$ cat config.mk
export PLATFORM = sky130hd
export DESIGN_NAME = phy_serdes_lane
export DESIGN_NICKNAME = d
export VERILOG_FILES = /design/src/rtl/phy_serdes_lane.sv
export SDC_FILE = /design/constraint.sdc
export NUM_CORES = 1
export LEC_CHECK = 0
export BUFFER_PORTS_ARGS = -buffer_cell sky130_fd_sc_hd__buf_2
export CORE_ASPECT_RATIO = 0.8
export CORE_MARGIN = 1.5
export CORE_UTILIZATION = 48
export CTS_BUF_LIST = sky130_fd_sc_hd__clkbuf_4 sky130_fd_sc_hd__clkbuf_8
export DETAILED_ROUTE_END_ITERATION = 12
export MAX_ROUTING_LAYER = met4
export PLACE_DENSITY_LB_ADDON = 0.1
export SKIP_CTS_REPAIR_TIMING = 1
export SYNTH_ARGS = -nofsm -noshare
export SYNTH_HDL_FRONTEND = slang
export SYNTH_SLANG_ARGS = --single-unit
$ cat constraint.sdc
create_clock -name clk_32f -period 2.7 [get_ports clk_32f]
set_input_delay 0.54 -clock clk_32f [delete_from_list [all_inputs] [get_ports clk_32f]]
set_output_delay 0.54 -clock clk_32f [all_outputs]
set_load 0.05 [all_outputs]
$ cat src/rtl/phy_serdes_lane.sv
// phy_serdes_lane: single-lane serialiser/deserialiser on one bit clock.
// TX sends one DATA_W word MSB first every DATA_W cycles. It sends COM_SYM when no word
// can be sent. RX bit-aligns on COM_SYM and reports ACTIVE after SYNC_COUNT consecutive
// aligned COMs. Words offered while the link is down come back on recirc/valid_r.
module phy_serdes_lane #(
  parameter int                DATA_W     = 8,
  parameter logic [DATA_W-1:0] COM_SYM    = DATA_W'(8'hBC),
  parameter int                SYNC_COUNT = 4
) (
  input  logic              clk_32f,
  input  logic              reset_L,
  input  logic              loopback_en,
  input  logic [DATA_W-1:0] data_in,
  input  logic              valid_in,
  output logic              ready_in,
  output logic              serial_out,
  input  logic              serial_in,
  output logic [DATA_W-1:0] data_out,
  output logic              valid_out,
  output logic              active,
  output logic [DATA_W-1:0] recirc,
  output logic              valid_r
);

  localparam int                CNT_W    = (DATA_W > 1) ? $clog2(DATA_W) : 1;
  localparam logic [CNT_W-1:0]  LAST_BIT = CNT_W'(DATA_W - 1);
  localparam logic [3:0]        SYNC_TGT = 4'(SYNC_COUNT);

  typedef enum logic [1:0] {
    SEARCH  = 2'd0,
    ALIGNED = 2'd1,
    ACTIVE  = 2'd2
  } rx_state_t;

  logic [CNT_W-1:0]  tx_cnt;
  logic [DATA_W-1:0] tx_sh;
  logic [DATA_W-1:0] tx_sel;

  rx_state_t         state, state_nxt;
  logic [CNT_W-1:0]  rx_cnt, rx_cnt_nxt;
  logic [3:0]        com_cnt, com_cnt_nxt;
  logic [DATA_W-1:0] rx_sh, rx_sh_nxt;
  logic [DATA_W-1:0] data_nxt;
  logic              valid_out_nxt;
  logic              lb_q;
  logic              rx_bit;
  logic [DATA_W-1:0] rx_word;
  logic              rx_boundary;
  logic              rx_is_com;

  assign ready_in = reset_L && (tx_cnt == '0);
  assign active   = (state == ACTIVE);

  // Word to load at a word boundary: real data only once the link is up
  always_comb begin
    tx_sel = (valid_in && active) ? data_in : COM_SYM;
  end

  // TX word counter, MSB-first shifter, and the refusal path for words offered while down
  always_ff @(posedge clk_32f) begin
    if (!reset_L) begin
      tx_cnt     <= '0;
      tx_sh      <= '0;
      serial_out <= 1'b0;
      recirc     <= '0;
      valid_r    <= 1'b0;
    end else begin
      valid_r <= 1'b0;
      tx_cnt  <= (tx_cnt == LAST_BIT) ? '0 : tx_cnt + 1'b1;
      if (tx_cnt == '0) begin
        serial_out <= tx_sel[DATA_W-1];
        tx_sh      <= {tx_sel[DATA_W-2:0], 1'b0};
        if (valid_in && !active) begin
          recirc  <= data_in;
          valid_r <= 1'b1;
        end
      end else begin
        serial_out <= tx_sh[DATA_W-1];
        tx_sh      <= {tx_sh[DATA_W-2:0], 1'b0};
      end
    end
  end

  // RX next-state: alignment search, COM counting, data capture, loopback-change restart
  always_comb begin
    rx_bit        = loopback_en ? serial_out : serial_in;
    rx_word       = {rx_sh[DATA_W-2:0], rx_bit};
    rx_boundary   = (rx_cnt == LAST_BIT);
    rx_is_com     = (rx_word == COM_SYM);
    state_nxt     = state;
    rx_cnt_nxt    = rx_cnt;
    com_cnt_nxt   = com_cnt;
    rx_sh_nxt     = rx_word;
    data_nxt      = data_out;
    valid_out_nxt = 1'b0;
    if (loopback_en != lb_q) begin
      state_nxt   = SEARCH;
      com_cnt_nxt = '0;
      rx_sh_nxt   = '0;
      rx_cnt_nxt  = '0;
    end else begin
      case (state)
        SEARCH: begin
          if (rx_is_com) begin
            state_nxt   = (SYNC_COUNT == 1) ? ACTIVE : ALIGNED;
            rx_cnt_nxt  = '0;
            com_cnt_nxt = 4'd1;
          end
        end
        ALIGNED: begin
          rx_cnt_nxt = rx_boundary ? '0 : rx_cnt + 1'b1;
          if (rx_boundary) begin
            if (rx_is_com) begin
              com_cnt_nxt = (com_cnt == SYNC_TGT) ? com_cnt : com_cnt + 4'd1;
              if (com_cnt + 4'd1 >= SYNC_TGT) begin
                state_nxt = ACTIVE;
              end
            end else begin
              state_nxt   = SEARCH;
              com_cnt_nxt = '0;
            end
          end
        end
        ACTIVE: begin
          rx_cnt_nxt = rx_boundary ? '0 : rx_cnt + 1'b1;
          if (rx_boundary && !rx_is_com) begin
            data_nxt      = rx_word;
            valid_out_nxt = 1'b1;
          end
        end
        default: begin
          state_nxt   = SEARCH;
          com_cnt_nxt = '0;
          rx_cnt_nxt  = '0;
        end
      endcase
    end
  end

  // RX state register; lb_q follows loopback_en in reset so release is not seen as a change
  always_ff @(posedge clk_32f) begin
    if (!reset_L) begin
      state     <= SEARCH;
      rx_cnt    <= '0;
      com_cnt   <= '0;
      rx_sh     <= '0;
      data_out  <= '0;
      valid_out <= 1'b0;
      lb_q      <= loopback_en;
    end else begin
      state     <= state_nxt;
      rx_cnt    <= rx_cnt_nxt;
      com_cnt   <= com_cnt_nxt;
      rx_sh     <= rx_sh_nxt;
      data_out  <= data_nxt;
      valid_out <= valid_out_nxt;
      lb_q      <= loopback_en;
    end
  end

endmodule
# --- Yosys cells after proc, flatten, opt, wreduce, memory -nomap -nowiden ---
# Cells that the tools add are included.
# Widths: inputs -> output; s select.
word_totals:
  reg_bits: 47
  in_bits: 13
  output_inout_bits: 21
  elab_cells: 66
op_classes:
  add_sub_neg: 3
  magnitude_cmp: 1
  eq_ne: 11
  mux: 19
  bitwise: 3
  n_reduce_logical: 17
op_table:
  columns: ["operator", "n"]
  rows:
  - ["$mux 4", 4]
  - ["$mux 8", 2]
  - ["$pmux 4 s3", 1]
  - ["$eq 8x8->1 const B", 1]
  - ["$mux 2", 4]
  - ["$reduce_and 4->1", 2]
  - ["$add 3x1->3 const B", 2]
  - ["$eq 3x3->1 const B", 2]
  - ["$mux 3", 2]
  - ["$ne 3x3->1 const B", 2]
  - ["$pmux 2 s3", 1]
  - ["$pmux 3 s2", 1]
  - ["$reduce_or 2->1", 3]
  - ["$add 4x1->4 const B", 1]
  - ["$eq 4x3->1 const B", 1]
  - ["$ge 4x3->1 const B", 1]
  - ["$logic_and 1x1->1", 4]
  - ["$mux 1", 4]
  - ["$ne 2x2->1 const B", 2]
  - ["$reduce_and 2->1", 2]
  - ["$logic_not 3->1", 1]
  - ["$not 1->1", 3]
  - ["$reduce_and 3->1", 1]
  - ["$reduce_or 3->1", 1]
  - ["other kinds (5)", 6]

# --- Logic depth before layout (Yosys ltp) ---
# Gate-level depths: netlist of the first run.
logic_depth:
  ltp_word: 6
  mapped_depth: 8
  mapped_depth_nobuf: 7

# --- Worst setup path after synthesis of the first run ---
# No wires, ideal clock.
synth_path:
  path_type: "in2reg"
  startpoint: "input port loopback_en"
  endpoint: "register com_cnt[3]"
  setup_ns: 0.070
  arrival_ns: 1.990
  t_required_ns: 2.630
  path_slack_ns: 0.640
  stages: 5
  n_path_buf: 1
  cell_sequence: "mux2_2 or4_1 clkbuf_2 or4_1 o21ai_1"
synth_via:
  elab_chain_len: 5
synth_lines:
  columns: ["element", "line", "rtl"]
  rows:
  - ["start, declared", "12", "input logic loopback_en,"]
  - ["$mux 1", "86", "rx_bit = loopback_en ? serial_out : serial_in;"]
  - ["$eq 8x8->1", "89", "rx_is_com = (rx_word == COM_SYM);"]
  - ["$mux 4", "113", "if (rx_is_com) begin"]
  - ["$mux 4", "112", "if (rx_boundary) begin"]
  - ["$pmux 4 s3", "102", "case (state)"]
  - ["end signal, assigned", "153", "com_cnt <= com_cnt_nxt;"]
  - ["end, declared", "41", "logic [3:0] com_cnt, com_cnt_nxt;"]
# Several ways; a longest one is shown, not always the timed one. The select of a mux whose other input is x is not followed.
# A chain may end at the register's enable or synchronous reset.

# --- Worst setup path in the final report of the first run ---
layout_path:
  startpoint: "register tx_cnt[0]"
  endpoint: "output port ready_in"
layout_via:
  elab_chain_len: 2
layout_lines:
  columns: ["element", "line", "rtl"]
  rows:
  - ["start, declared", "35", "logic [CNT_W-1:0] tx_cnt;"]
  - ["start signal, assigned", "69", "tx_cnt <= (tx_cnt == LAST_BIT) ? '0 : tx_cnt + 1'b1;"]
  - ["$logic_not 3->1", "51", "assign ready_in = reset_L && (tx_cnt == '0);"]
  - ["$logic_and 1x1->1", "51", null]
  - ["end, declared", "15", "output logic ready_in,"]
# No other way between the ends.

==> summary.txt, run 1 <==
STA
  – Fmax: 472 MHz
  – RSZ-0062 raised after global routing: false
  – Hold Fails Final Rpt: 0
  – Min Tclk post-route: 2.12 ns
  – Final setup viols: 0
  – Worst Tran Pin Value: 0.547 ns
  – Fin crit share: 78.5%
  – Skew final: 0.00670 ns
  – Setup TNS: 0 ns
  – Slew Viols, Final: 0
  – WHS: slightly below 0.4 ns
  – Slew HR: 63.5%
  – Final WS setup: 0.580 ns

Worst setup path
  – Critical Path AT: 1.58 ns
  – Worst reg2reg startpoint: rx_sh[4]
  – R2R Setup Slk: about 0.62 ns
  – Crit path kind: register to primary output
  – Worst EP required: 2.16 ns
  – Critical Path Sink Type: primary output
  – Critical Path Source Type: register
  – Crit Path Max Fanout: 9
  – CP Launch Point: tx_cnt[0]

Place
  – Post-Place Worst Slack: 0.401 ns
  – Placer congestion estimate: 0.801
  – DP Wirelength: 2790 µm
  – Placed instance area: approximately 2100 µm²
  – Cells after DPL: 277
  – I/O Buffers: 33

Min path
  – HP Start: loopback_en
  – Worst hold-check path type: primary input to register

Final layout
  – Proportion of layout cells with a drive suffix above 1: 25.2%
  – Area delta synth->final: 17.6%
  – Post-route cell area: ~2200 µm²
  – Fillers: 353
  – Inserted Diodes: 0
  – Layout Utilization: 58.9%
  – Fin cells: roughly 290
  – Final #Nets: 253

Global routing
  – Largest net degree at the start of global routing: 22
  – First-pass GRT wire length: 6200 µm
  – Tot GR Track Use: 18.9%
  – Initial antenna violation count: 0
  – Vias in the first global route: 1412
  – GR Overflow Total: 0

Pwr
  – Power Total: 1.29 mW
  – Static Leak: 0.934 nW
  – Pwr dens: 575 nW/µm²
  – VDD IR-drop max: 0.501 mV

Clock network
  – CTS tree: done
  – Clk sinks: 46
  – Max Root-Sink Buffers: 2
  – Clock Latency Late Sink: about 0.28 ns
  – Clk slew on worst S/H paths: 0.08 ns
  – TritonCTS Buffers: 5
  – Clock root buffer: clkbuf_8
  – H-tree levels: 2

Floorplanning
  – Die Y: between 50 and 60 µm
  – Die Wd: 73.4 µm
  – Row count: 20
  – Starting Density: between 50% and 60%
  – IO Pins: 34
  – Core Region: 3800 µm²
  – Die area: 4360 µm²

Synth
  – Sequential cell area fraction in the yosys report: slightly below 50%
  – Mapped Cells: approximately 190
  – Post-synth EDFFs: 0
  – Syn Nets: 215
  – Post-synthesis cell area: ~1900 µm²
  – Ys Warns: 0
  – Mean Syn Cell Area: 9.98 µm²
  – Netlist cell types: 41
  – Top_reg_cell synth: dfxtp_1
  – Ys async rst share: 0%
  – #FFs+latches synth: 46

Outcome
  – Status: complete, no violations

Detailed routing
  – Via Count: 1510
  – DRT iter0 DRCs: between 100 and 150
  – Vias/cell: 5.30
  – DRC: 0
  – DRT antenna net count: 0
  – Wire per inst: 13.0 µm
  – Drt pass-1 iters: 4
  – Routed Wire Length: 3710 µm

Flow run
  – Max-cap violations: 0
## placed cells by master (no fill, tap or decap), types with 2 or more instances in the layout
cell and count:
dfxtp_1 46, nand4_1 2, ha_1 11, a22oi_1 2, nand3_1 4, nand3b_1 4
and3_1 7, buf_4 4, nor2_1 3, o221a_2 5, buf_2 33, and3b_1 2
a21boi_0 8, a211oi_1 2, a21oi_1 8, o21ai_0 3, or4_1 2, and2_1 5
nor3b_1 3, nand2_1 21, clkbuf_8 6, nor3_1 2, inv_1 8, nor2b_1 12
mux2i_1 8
## routing by layer
layer  track usage, %  vias up  share of wire (%)
li1                 -      750                  -
met1             23.3      713                 46
met2             31.0       43                 49
met3             4.93        4                4.8
met4             5.03        0               0.78
met5                -        -                  0
## cells in the mapped netlist (2+ instances only)
library cell  number  area [µm²]
a211oi_1           2        15.0
a21boi_0           8        60.1
a21oi_1            8        40.0
a22oi_1            2        15.0
and2_1             5        31.3
and3_1             7        43.8
and3b_1            2        17.5
clkbuf_1           5        18.8
dfxtp_1           46         921
ha_1              11         138
inv_1              8        30.0
mux2i_1            8        80.1
nand2_1           21        78.8
nand3_1            4        20.0
nand3b_1           4        30.0
nand4_1            2        12.5
nor2_1             3        11.3
nor2b_1           12        75.1
nor3_1             2        10.0
nor3b_1            3        22.5
o21ai_0            3        15.0
o221a_2            5        56.3
or4_1              2        15.0
## area by class of cell
cell class	count	area [µm²]	area share, %
Clock buffer	6	82.6	3.69
Clock inverter	2	12.5	0.558
Inverter	8	30.0	1.34
Multi-Input combinational cell	131	931	41.5
Sequential cell	46	921	41.1
Tap cell	55	68.8	3.07
Timing Repair Buffer	37	195	8.71
## kinds of logic after synthesis
group                      Yosys count  synth area share [%]
AOI/OAI and AO/OA                   35                  13.7
xor gates and xnor gates             1                 0.460
adders and majority gates           11                  7.22
buffers and inverters               14                  2.82
DFF                                 46                  48.3
muxes                                9                  4.79
and+or+nand+nor                     75                  22.7
## where the power goes
group / internal (mW) / switching (mW)
registers: 0.703 / 0.0116
logic: 0.0524 / 0.0992
clock network: 0.206 / 0.216
## path summary, 6_finish.rpt
kind | depth (start not counted) | to
max | 6 | ready_in
min | 1 | lb_q
max reg2reg | 4 | com_cnt[3]
min reg2reg | 2 | recirc[0]
## registers in the layout (all words and copies together), names as in the netlist
signal and flops:
lb_q 1, data_out 8, com_cnt 4, state 2, recirc 8, rx_sh 7
valid_out 1, valid_r 1, serial_out 1, rx_cnt 3, tx_cnt 3, tx_sh 7
## critical path, cell delays in order (launching register included)
cell and delay (ns):
dfxtp_1 0.36, inv_1 0.06, ha_1 0.21, nor2b_1 0.13, buf_4 0.16, and2_1 0.16, buf_2 0.21
Note: power is estimated with default switching activity, not from simulation.
==> run 2, diff against run 1 <==
clock period = 2.1 ns   (was 2.7 ns; I/O delays follow)
==> summary.txt, run 2 (same netlist as run 1, synthesis figures left out) <==
Outcome
  – Status: complete, no violations

Final layout
  – Area delta synth->final: 17.9%
  – Most common cell after layout, fill and taps aside: dfxtp_1
  – Commonest cells after routing, fill and taps aside: dfxtp_1, buf_2, nand2_1, nor2b_1, ha_1
  – Layout Utilization: 59.1% (+0.16 points)
  – Top Registers: data_out: 8 flops, recirc: 8 flops
  – Final #Nets: 256 (+1.2%)
  – Fin cells: 287 (+0.70%)
  – Inserted Diodes: 0 (unchanged)
  – Proportion of layout cells with a drive suffix above 1: 25.9% (+0.64 points)

Place
  – DP Wirelength: 2850 µm (+1.8%)
  – Cells after DPL: 280 (+1.1%)
  – I/O Buffers: 33 (unchanged)
  – Placer congestion estimate: 0.843 (+5.2%)

Worst setup path
  – R2R depth: 5 (+1)
  – Crit Reg-Reg Endpoint: com_cnt[1]
  – R2R Setup Slk: 0.15 ns (-0.47 ns)
  – Worst EP required: 2.33 ns (+0.17 ns)
  – Crit Path Max Fanout: 7 (-2)
  – Worst reg2reg startpoint: rx_sh[4]
  – Critical Path Sink Type: register
  – Critical Path Source Type: register
  – Critical Path AT: 2.18 ns (+0.60 ns)
  – Crit path kind: register to register

Global routing
  – GR Overflow Total: 0 (unchanged)
  – First-pass GRT wire length: 6250 µm (+0.77%)
  – Initial antenna violation count: 0 (unchanged)
  – Vias in the first global route: 1382 (-2.1%)
  – Tot GR Track Use: 19.6% (+0.69 points)
  – Largest net degree at the start of global routing: 21 (-4.5%)

Detailed routing
  – Via Count: 1471 (-2.6%)
  – DRT iter0 DRCs: 61 (-41%)
  – DRC: 0 (unchanged)
  – Vias/cell: 5.13 (-3.3%)
  – Routed Wire Length: 3750 µm (+0.94%)
  – Drt pass-1 iters: 4 (unchanged)
  – Uppermost layer routed: met4
  – Routed wl met3: 177 µm (-1.1%)
  – Metal2 WL: 1740 µm (-3.6%)
  – DRT antenna net count: 0 (unchanged)
  – Wire per inst: 13.1 µm (+0.24%)
  – M1 wire length: 1790 µm (+5.3%)

Clock network
  – TritonCTS Buffers: 5 (unchanged)
  – H-tree levels: 2 (unchanged)
  – Clk sinks: 46 (unchanged)
  – Max Root-Sink Buffers: 2 (unchanged)
  – Clk slew on worst S/H paths: 0.08 ns (about the same)
  – Clock root buffer: clkbuf_8
  – Clock Latency Late Sink: 0.29 ns (about the same)
  – CTS tree: done

Min path
  – HP Start: loopback_en
  – Hold Crit Depth: 1 (unchanged)
  – Hold Path Sink: lb_q
  – Worst hold-check path type: primary input to register

Pwr
  – Sw Share: 25.7% (+0.33 points)
  – Power share of the combinational group: 12.1% (+0.3 points)
  – Power share of the clock group: 30.8% (-1.9 points)
  – Pint: 1.19 mW (+24%)
  – VDD IR-drop max: 0.434 mV (-13%)
  – Static Leak: 0.944 nW (+1.1%)
  – Pwr dens: 716 nW/µm² (+25%)
  – Power Total: 1.61 mW (+25%)
  – NetSw: 413 µW (+27%)
  – Register share of total power: 57.1% (+1.6 points)

STA
  – Slew HR: 62.2% (-1.3 points)
  – Min Tclk post-route: between 1.5 and 2 ns
  – Slew Viols, Final: 0 (unchanged)
  – Worst Tran Pin Value: 0.566 ns (+0.0193 ns)
  – Hold Fails Final Rpt: 0 (unchanged)
  – RSZ-0062 raised after global routing: false
  – Fmax: roughly 510 MHz
  – Setup TNS: 0 ns (unchanged)
  – Skew final: 0.00468 ns (-0.00202 ns)
  – Fin crit share: ~93%
  – WHS: 0.275 ns (-0.118 ns)
  – Final setup viols: 0 (unchanged)

Floorplanning
  – Die area: 4360 µm² (unchanged)
  – Row count: 20 (unchanged)
  – IO Pins: 34 (unchanged)
  – Die Y: 59.4 µm (unchanged)
  – Die Wd: 73.4 µm (unchanged)
  – Core Region: 3800 µm² (unchanged)
  – Starting Density: 50.1% (unchanged)

Flow run
  – Max-cap violations: 0 (unchanged)
run 2: changes by cell type in the layout (fill, tap and decap cells not counted), sizes merged:
| cell | previous run | this run |
|---|---|---|
| buf | 37 | 40 |
| clkbuf | 6 | 5 |
| clkinvlp | 1 | 0 |
| clkinv | 1 | 2 |
run 2: per-stage QoR:
step	worst slack (ns)	cell area, µm²
5_1_grt	0.0726	2250
3_3_place_gp	0.124	2170
6_report	0.150	2250
2_1_floorplan	0.102	1910
3_5_place_dp	0.0791	2170
4_1_cts	0.162	2250
run 2: how the worst max path moves through the flow:
stage	to	start	slack, ns
floorplan	com_cnt[3]	serial_out	0.10
global placement	com_cnt[3]	loopback_en	0.12
detailed placement	com_cnt[3]	loopback_en	0.08
CTS	com_cnt[3]	rx_sh[4]	0.16
global route	com_cnt[0]	state[1]	0.07
finish	com_cnt[1]	rx_sh[4]	0.15
run 2: area by class of cell:
cell class,count,area (µm²)
multi-input cells,131,931
flip-flops and latches,46,921
clock inverters,2,10.0
inverters,8,30.0
fillers,344,1560
repair buffers,40,218
well taps,55,68.8
clock buffers,5,68.8
run 2: critical path, cell delays in order (launching register included):
cell	delay, ns
dfxtp_1	0.35
or3b_4	0.40
or4_1	0.50
buf_4	0.18
o21ai_0	0.27
a31o_2	0.20
run 2: power by group through the flow:
stage               Clock, mW  Sequential (mW)  Combinational, mW
global route            0.558            0.921              0.212
finish                  0.496            0.918              0.195
CTS                     0.521            0.919              0.196
detailed placement          0            0.939              0.195
global placement            0            0.937              0.190
floorplan                   0            0.984             0.0853
run 2: routing by layer:
metal | global-route usage [%] | up-vias
li1 | - | 758
met1 | 25.0 | 677
met2 | 29.7 | 31
met3 | 5.10 | 5
met4 | 8.20 | 0
met5 | - | -
